File: src/rtl/store_beat_aligner.sv
// Store-data aligner: places 1/2/4/8-byte stores into DATA_W-bit bus lanes with byte strobes.
// Optional STORE_SPLIT_EN splits a misaligned store that crosses a bus word into two beats.
module store_beat_aligner #(
    parameter int DATA_W = 64,
    parameter int ADDR_W = 64
) (
    input  logic                  clk,
    input  logic                  reset,
    input  logic                  req_valid,
    output logic                  req_ready,
    input  logic [ADDR_W-1:0]     req_addr,
    input  logic [63:0]           req_data,
    input  logic [1:0]            req_msize,
    output logic                  bus_valid,
    input  logic                  bus_ready,
    output logic [ADDR_W-1:0]     bus_addr,
    output logic [DATA_W-1:0]     bus_data,
    output logic [DATA_W/8-1:0]   bus_strobe,
    output logic                  bus_last,
    output logic                  err_valid,
    output logic [ADDR_W-1:0]     err_addr
);

    localparam int BYTES = DATA_W / 8;
    localparam int OFF_W = $clog2(BYTES);
    localparam int EXT_W = (DATA_W > 64) ? DATA_W : 64;
`ifdef STORE_SPLIT_EN
    localparam int LANES = 2 * BYTES;
`else
    localparam int LANES = BYTES;
`endif

    typedef enum logic [1:0] {
        IDLE,
        BEAT0
`ifdef STORE_SPLIT_EN
        , BEAT1
`endif
    } state_e;

    state_e state_q, state_d;

    logic                bus_valid_q, bus_valid_d;
    logic [ADDR_W-1:0]   bus_addr_q, bus_addr_d;
    logic [DATA_W-1:0]   bus_data_q, bus_data_d;
    logic [BYTES-1:0]    bus_strobe_q, bus_strobe_d;
    logic                bus_last_q, bus_last_d;
    logic                err_valid_q, err_valid_d;
    logic [ADDR_W-1:0]   err_addr_q, err_addr_d;
`ifdef STORE_SPLIT_EN
    logic [DATA_W-1:0]   hi_data_q, hi_data_d;
    logic [BYTES-1:0]    hi_strb_q, hi_strb_d;
`endif

    logic [OFF_W-1:0]    off;
    logic [31:0]         off_u;
    logic [31:0]         n_u;
    logic [ADDR_W-1:0]   base;
    logic [EXT_W-1:0]    rd_ext;
    logic [8*LANES-1:0]  wide_data;
    logic [LANES-1:0]    wide_strb;
    logic                too_big;
    logic                misaligned;
    logic                req_err;
    logic                accept;

    assign off        = req_addr[OFF_W-1:0];
    assign off_u      = 32'(off);
    assign n_u        = 32'd1 << req_msize;
    assign base       = {req_addr[ADDR_W-1:OFF_W], {OFF_W{1'b0}}};
    assign rd_ext     = EXT_W'(req_data);
    assign too_big    = n_u > 32'(BYTES);
    assign misaligned = (off_u & (n_u - 32'd1)) != '0;
`ifdef STORE_SPLIT_EN
    assign req_err    = too_big;
`else
    assign req_err    = too_big | misaligned;
`endif

    assign req_ready = (state_q == IDLE) && !reset;
    assign accept    = req_valid && req_ready;

    // Lane j carries store byte (j - off); lanes past BYTES form the second beat.
    always_comb begin
        wide_data = '0;
        wide_strb = '0;
        for (int unsigned j = 0; j < LANES; j++) begin
            if (j >= off_u && j < off_u + n_u) begin
                if (j - off_u < 32'(BYTES)) begin
                    wide_strb[j]        = 1'b1;
                    wide_data[8*j +: 8] = rd_ext[8*(j-off_u) +: 8];
                end
            end
        end
    end

    always_comb begin
        state_d      = state_q;
        bus_valid_d  = bus_valid_q;
        bus_addr_d   = bus_addr_q;
        bus_data_d   = bus_data_q;
        bus_strobe_d = bus_strobe_q;
        bus_last_d   = bus_last_q;
        err_valid_d  = 1'b0;
        err_addr_d   = err_addr_q;
`ifdef STORE_SPLIT_EN
        hi_data_d    = hi_data_q;
        hi_strb_d    = hi_strb_q;
`endif
        case (state_q)
            IDLE: begin
                if (accept) begin
                    if (req_err) begin
                        err_valid_d = 1'b1;
                        err_addr_d  = req_addr;
                    end else begin
                        state_d      = BEAT0;
                        bus_valid_d  = 1'b1;
                        bus_addr_d   = base;
                        bus_data_d   = wide_data[DATA_W-1:0];
                        bus_strobe_d = wide_strb[BYTES-1:0];
                        bus_last_d   = 1'b1;
`ifdef STORE_SPLIT_EN
                        hi_data_d    = wide_data[2*DATA_W-1:DATA_W];
                        hi_strb_d    = wide_strb[2*BYTES-1:BYTES];
                        bus_last_d   = (wide_strb[2*BYTES-1:BYTES] == '0);
`endif
                    end
                end
            end
            BEAT0: begin
                if (bus_ready) begin
`ifdef STORE_SPLIT_EN
                    if (!bus_last_q) begin
                        state_d      = BEAT1;
                        bus_addr_d   = bus_addr_q + ADDR_W'(BYTES);
                        bus_data_d   = hi_data_q;
                        bus_strobe_d = hi_strb_q;
                        bus_last_d   = 1'b1;
                    end else begin
                        state_d     = IDLE;
                        bus_valid_d = 1'b0;
                        bus_last_d  = 1'b0;
                    end
`else
                    state_d     = IDLE;
                    bus_valid_d = 1'b0;
                    bus_last_d  = 1'b0;
`endif
                end
            end
`ifdef STORE_SPLIT_EN
            BEAT1: begin
                if (bus_ready) begin
                    state_d     = IDLE;
                    bus_valid_d = 1'b0;
                    bus_last_d  = 1'b0;
                end
            end
`endif
            default: begin
                state_d     = IDLE;
                bus_valid_d = 1'b0;
                bus_last_d  = 1'b0;
            end
        endcase
    end

    always_ff @(posedge clk) begin
        if (reset) begin
            state_q      <= IDLE;
            bus_valid_q  <= 1'b0;
            bus_addr_q   <= '0;
            bus_data_q   <= '0;
            bus_strobe_q <= '0;
            bus_last_q   <= 1'b0;
            err_valid_q  <= 1'b0;
            err_addr_q   <= '0;
`ifdef STORE_SPLIT_EN
            hi_data_q    <= '0;
            hi_strb_q    <= '0;
`endif
        end else begin
            state_q      <= state_d;
            bus_valid_q  <= bus_valid_d;
            bus_addr_q   <= bus_addr_d;
            bus_data_q   <= bus_data_d;
            bus_strobe_q <= bus_strobe_d;
            bus_last_q   <= bus_last_d;
            err_valid_q  <= err_valid_d;
            err_addr_q   <= err_addr_d;
`ifdef STORE_SPLIT_EN
            hi_data_q    <= hi_data_d;
            hi_strb_q    <= hi_strb_d;
`endif
        end
    end

    assign bus_valid  = bus_valid_q;
    assign bus_addr   = bus_addr_q;
    assign bus_data   = bus_data_q;
    assign bus_strobe = bus_strobe_q;
    assign bus_last   = bus_last_q;
    assign err_valid  = err_valid_q;
    assign err_addr   = err_addr_q;

endmodule
File: config.mk
export PLATFORM = sky130hd
export DESIGN_NAME = store_beat_aligner
export DESIGN_NICKNAME = d
export VERILOG_FILES = /design/src/rtl/store_beat_aligner.sv
export SDC_FILE = /design/constraint.sdc
export NUM_CORES = 1
export LEC_CHECK = 0
export ABC_AREA = 0
export BUFFER_PORTS_ARGS = -buffer_cell sky130_fd_sc_hd__buf_2
export CORE_UTILIZATION = 52
export CTS_CLUSTER_DIAMETER = 60
export DETAILED_ROUTE_END_ITERATION = 10
export GPL_TIMING_DRIVEN = 0
export PLACE_DENSITY_LB_ADDON = 0.08
export SKIP_LAST_GASP = 1
export SLEW_MARGIN = 0
export SYNTH_ARGS = -nofsm -noshare
export SYNTH_HDL_FRONTEND = slang
export SYNTH_SLANG_ARGS = --single-unit
File: constraint.sdc
create_clock -name clk -period 3.5 [get_ports clk]
set_input_delay 0.525 -clock clk [delete_from_list [all_inputs] [get_ports clk]]
set_output_delay 0.525 -clock clk [all_outputs]
set_load 0.01 [all_outputs]
Yosys cells after proc, flatten, opt, wreduce, memory -nomap -nowiden
Index checks and enable logic that the tools add are counted.
- output and inout port bits: 204
- latch bits: 0
- flip-flop bits (word level): 201
- memory bits (writable): 0
- word-level logic and storage cells: 118
- memories: 0
- ROM bits: 0
- bits of input ports: 134
- multiplexer cells: 41
- div/mod/pow operators: 0
- magnitude comparators: 25
- bitwise logic cells: 5
- shift-type cells: 9
- add/subtract/negate cells: 10
- $mul: 0
- reduce and logical (&&, ||, !) cells: 17
- equality and inequality tests: 4
- operators by type and width (kind ; number):
    $shiftx A64 B33 Y8 ; 8
    $lt A32 B4 Y1 const B ; 8
    $lt A3 B32 Y1 const A ; 4
    $mux W8 ; 16
    $lt A1 B32 Y1 const A ; 2
    $lt A2 B32 Y1 const A ; 2
    $add A3 B32 Y32 ; 1
    $and A3 B32 Y32 ; 1
    $gt A32 B4 Y1 const B ; 1
    $reduce_bool A32 Y1 ; 1
    $shl A1 B2 Y32 const A ; 1
    $sub A32 B1 Y32 const B ; 1
    $mux W1 ; 20
    $sub A3 B3 Y4 const A ; 4
    $ge A3 B3 Y1 const A ; 4
    $logic_and A1 B1 Y1 ; 10
    $reduce_and A3 Y1 ; 3
    $sub A1 B3 Y4 const A ; 2
    $sub A2 B3 Y4 const A ; 2
    $ge A1 B3 Y1 const A ; 2
    $ge A2 B3 Y1 const A ; 2
    $mux W2 ; 3
    $ne A2 B2 Y1 const B ; 3
    $pmux W2 S2 ; 1
    other kinds (7) ; 9

Longest topological paths before layout
- word-level depth: 8
- mapped depth: 14
- mapped depth without buffers: 9

Least setup slack after synthesis
No wires, ideal clock.
- path kind: input-to-reg
- start point: input req_addr[1]
- end point: register bus_data_q[3] (netlist: bus_data[3])
- path slack: 0.353 ns
- arrival: 3.019 ns
- library setup time: 0.128 ns
- cell stages on the path: 13
- required time: 3.372 ns
- buffers on the path: 7
- path through: buf_2 -> buf_4 -> buf_6 -> buf_1 -> inv_1 -> ha_1 -> ha_1 -> buf_2 -> clkbuf_1 -> clkbuf_1 -> o22ai_1 -> a22oi_1 -> nor2_1
- cells in the longest elaborated chain, start to end: 5
- RTL lines (element ; RTL line ; source):
    start, declared ; 11 ; input logic [ADDR_W-1:0] req_addr,
    parallel branches: the longest is 5 deep, another holds $add A3 B32 Y32 ; -- ;
    end signal, assigned ; 187 ; bus_data_q <= bus_data_d;
    end, declared ; 45 ; logic [DATA_W-1:0] bus_data_q, bus_data_d;
Parallel ways; which one is timed is not known.
A chain may end at the register's enable or synchronous reset.

Worst setup path in the final report
- start point: input req_addr[1]
- end point: register bus_data_q[23] (netlist: bus_data[23])
- cells in the longest elaborated chain, start to end: 5
- RTL lines (element):
    parallel branches: the longest is 5 deep, another holds $add A3 B32 Y32
Parallel ways; which one is timed is not known.

==> results.sh <==
export IMPL_status="finished, final reports clean"
export IMPL_track_usage=0.372
export IMPL_drt_wl_total_mm=38.6
export IMPL_via_per_inst=5.92
export IMPL_total_power_mw=5.55
export IMPL_final_setup_tns_ps=0
export IMPL_cts_sinks=199
export IMPL_fin_crit_ps=3330
export IMPL_grt_max_degree=22
export IMPL_die_area_um2=20700
export IMPL_yosysWarnings=0
export IMPL_grt_busiest_layer="met2"
export IMPL_htreeDepth=4
export IMPL_synth_seq_cells=199
export IMPL_layout_drive_gt1_share=0.320
export IMPL_min_path_cells=3
export IMPL_finalSetupViolations=0
export IMPL_io_pins=338
export IMPL_fp_dieW_um=144
export IMPL_cts_root_buf="clkbuf_16"
export IMPL_synth_ff_type="dfxtp_1"
export IMPL_via_count=10795
export IMPL_drtIter0Drc=892
export IMPL_place_congestion=1.02
export IMPL_powerDensity_nw_per_um2=424
export IMPL_clk_latency_ps=450
export IMPL_mostFrequentLayoutCells="366 x buf_2, 301 x nand2_1, 199 x dfxtp_1"
export IMPL_final_common_cell="buf_2"
export IMPL_critPathLaunchType="input port"
export IMPL_peakVddDrop_v=0.000345
export IMPL_max_slew_margin_rel=0.239
export IMPL_wire_per_inst_um=21.2
export IMPL_ys_seq_area_frac=0.381
export IMPL_antenna_found_initial=1
export IMPL_criticalPathCategory="in2reg"
export IMPL_nNetsFinal=1694
export IMPL_worst_r2r_cell_count=6
export IMPL_critPathArrivalTime_ps=3630
export IMPL_synth_edff_count=0
export IMPL_rows=51
export IMPL_initial_core_util=0.533
export IMPL_worstMarginPinSlew_ps=1130
export IMPL_clk_pin_slew_ps=90
export IMPL_fin_skew_ps=15.9
export IMPL_synth_cells=1191
export IMPL_cts_setup_buffers=0
export IMPL_slew_violations=0
export IMPL_synth_distinct_cells=56
export IMPL_ant_nets=0
export IMPL_grt_overflow=0
export IMPL_cts_made_buffers=17
export IMPL_grt_pass1_wl_mm=56.9
export IMPL_n_fill_cell=1713
export IMPL_cp_required_ps=3810
export IMPL_first_pass_iters=7
export IMPL_grtUsageMet3=0.0760
export IMPL_synth_async_reset_ratio=0
export IMPL_syn_area_um2=10500
export IMPL_hpwl_mm=29.5
export IMPL_drc_errors=0
export IMPL_cts_tree="done"
export IMPL_drv_cap=0
export IMPL_max_freq_mhz=301
export IMPL_portBuffers=333
export IMPL_finalCritPeriodShare=0.950
export IMPL_cts_max_path_buffers=2
export IMPL_synthToLayoutAreaGrowth_pct=25.1
export IMPL_met1_usage=0.455
export IMPL_fp_dieH_um=144
export IMPL_crit_fanout=19
export IMPL_met2_usage=0.629
export IMPL_rsz0062_at_grt="no"
export IMPL_p_leak_nw=5.61
export IMPL_avgSynthCellArea_um2=8.78
export IMPL_coreArea_um2=19600
export IMPL_hold_viol=0
export IMPL_cp_end_kind="flop"
export IMPL_grt_pass1_vias=9868
export IMPL_hold_path_class="in2reg"
-- layout make-up --
class	instances	area [µm²]	area share
Antenna cell	2	5.00	0.000383
Buffer	105	490	0.0375
Clock buffer	18	439	0.0336
Clock inverter	14	183	0.0140
Inverter	11	41.3	0.00316
Multi-Input combinational cell	875	5940	0.454
Sequential cell	199	3980	0.305
Tap cell	265	332	0.0254
Timing Repair Buffer	333	1670	0.127
-- worst max-delay path: stages --
cell and delay (ps):
buf_2 210, buf_2 200, buf_4 220, buf_6 280, inv_1 130, ha_1 340, or2_1 270, clkbuf_1 210
clkbuf_1 340, a32oi_1 290, o22ai_1 80, o211ai_1 390, a21oi_1 120
-- kinds of logic after synthesis --
kind of cell	share of synthesized area
simple gates	0.168
compound gates	0.194
flops	0.381
mux	0.181
buf+inv	0.0516
fa+ha+maj	0.0223
other cells	0.000359
xor+xnor	0.000838
-- sequential cells by signal, summed over array words and instances (netlist names) --
signal,flops
err_valid,1
bus_last,1
bus_strobe,8
bus_addr,61
bus_data,64
err_addr,64
-- per-layer routing --
layer / part of all wire / routed length [µm]
met5: 0 / 0
met1: 0.38 / 14900
met3: 0.094 / 3630
met2: 0.48 / 18700
met4: 0.038 / 1470
-- what timing repair did --
item / CTS / global route
gates resized for setup: 2 / 1
hold buffers: 0 / 0
endpoints found under the setup margin: 40 / 5
-- Yosys cell counts, types with 2 or more instances --
| cell type | n | area [µm²] |
|---|---|---|
| nand2_1 | 301 | 1130 |
| dfxtp_1 | 199 | 3980 |
| a21oi_1 | 162 | 811 |
| mux4_2 | 54 | 1220 |
| mux2i_1 | 50 | 500 |
| clkbuf_1 | 49 | 184 |
| a22oi_1 | 48 | 360 |
| nor2_1 | 46 | 173 |
| buf_2 | 35 | 175 |
| o22ai_1 | 33 | 206 |
| nor2b_1 | 18 | 113 |
| ha_1 | 17 | 213 |
| mux2_2 | 16 | 180 |
| nand3b_1 | 16 | 120 |
| a32oi_1 | 13 | 114 |
| buf_1 | 13 | 48.8 |
| inv_1 | 11 | 41.3 |
| buf_4 | 9 | 67.6 |
| o21ai_0 | 9 | 45.0 |
| a221oi_1 | 8 | 70.1 |
| o211ai_1 | 8 | 60.1 |
| nand2b_1 | 7 | 43.8 |
| o21ai_1 | 6 | 30.0 |
| o221ai_1 | 5 | 43.8 |
| o31ai_1 | 5 | 37.5 |
| or3_1 | 5 | 31.3 |
| a211oi_2 | 4 | 50.1 |
| and2_1 | 4 | 25.0 |
| nand3_1 | 4 | 20.0 |
| or4_1 | 4 | 30.0 |
| a22o_1 | 3 | 26.3 |
| buf_6 | 2 | 22.5 |
| nor3_1 | 2 | 10.0 |
| o31ai_2 | 2 | 25.0 |
| or2_2 | 2 | 12.5 |
-- metrics by stage --
step / cell area, µm² / util / hold WS (ps) / cells / worst slack, ps
after floorplan: 10500 / - / 481 / 1193 / 353
after global placement: 12500 / 0.636 / 438 / 1791 / -1190
after detailed placement: 12500 / 0.636 / 443 / 1791 / -1210
after CTS: 13100 / 0.667 / 310 / 1821 / 53.5
after global routing: 13100 / 0.667 / 307 / 1821 / 32.9
final: 13100 / 0.667 / 318 / 1822 / 174
-- power breakdown --
part | leakage, nW | internal [mW] | switching [mW]
registers | 1.61 | 2.33 | 0.0336
logic | 3.70 | 0.457 | 0.698
clock network | 0.299 | 0.996 | 1.03
total | 5.61 | 3.78 | 1.77
-- worst paths after layout --
kind           startpoint      endpoint  slack, ps
max           req_addr[1]  bus_data[23]        170
min          req_addr[59]  err_addr[59]        320
max reg2reg      bus_last  bus_data[63]       1040
min reg2reg  bus_addr[61]  bus_addr[61]        450
(Power assumes the default switching activity.)
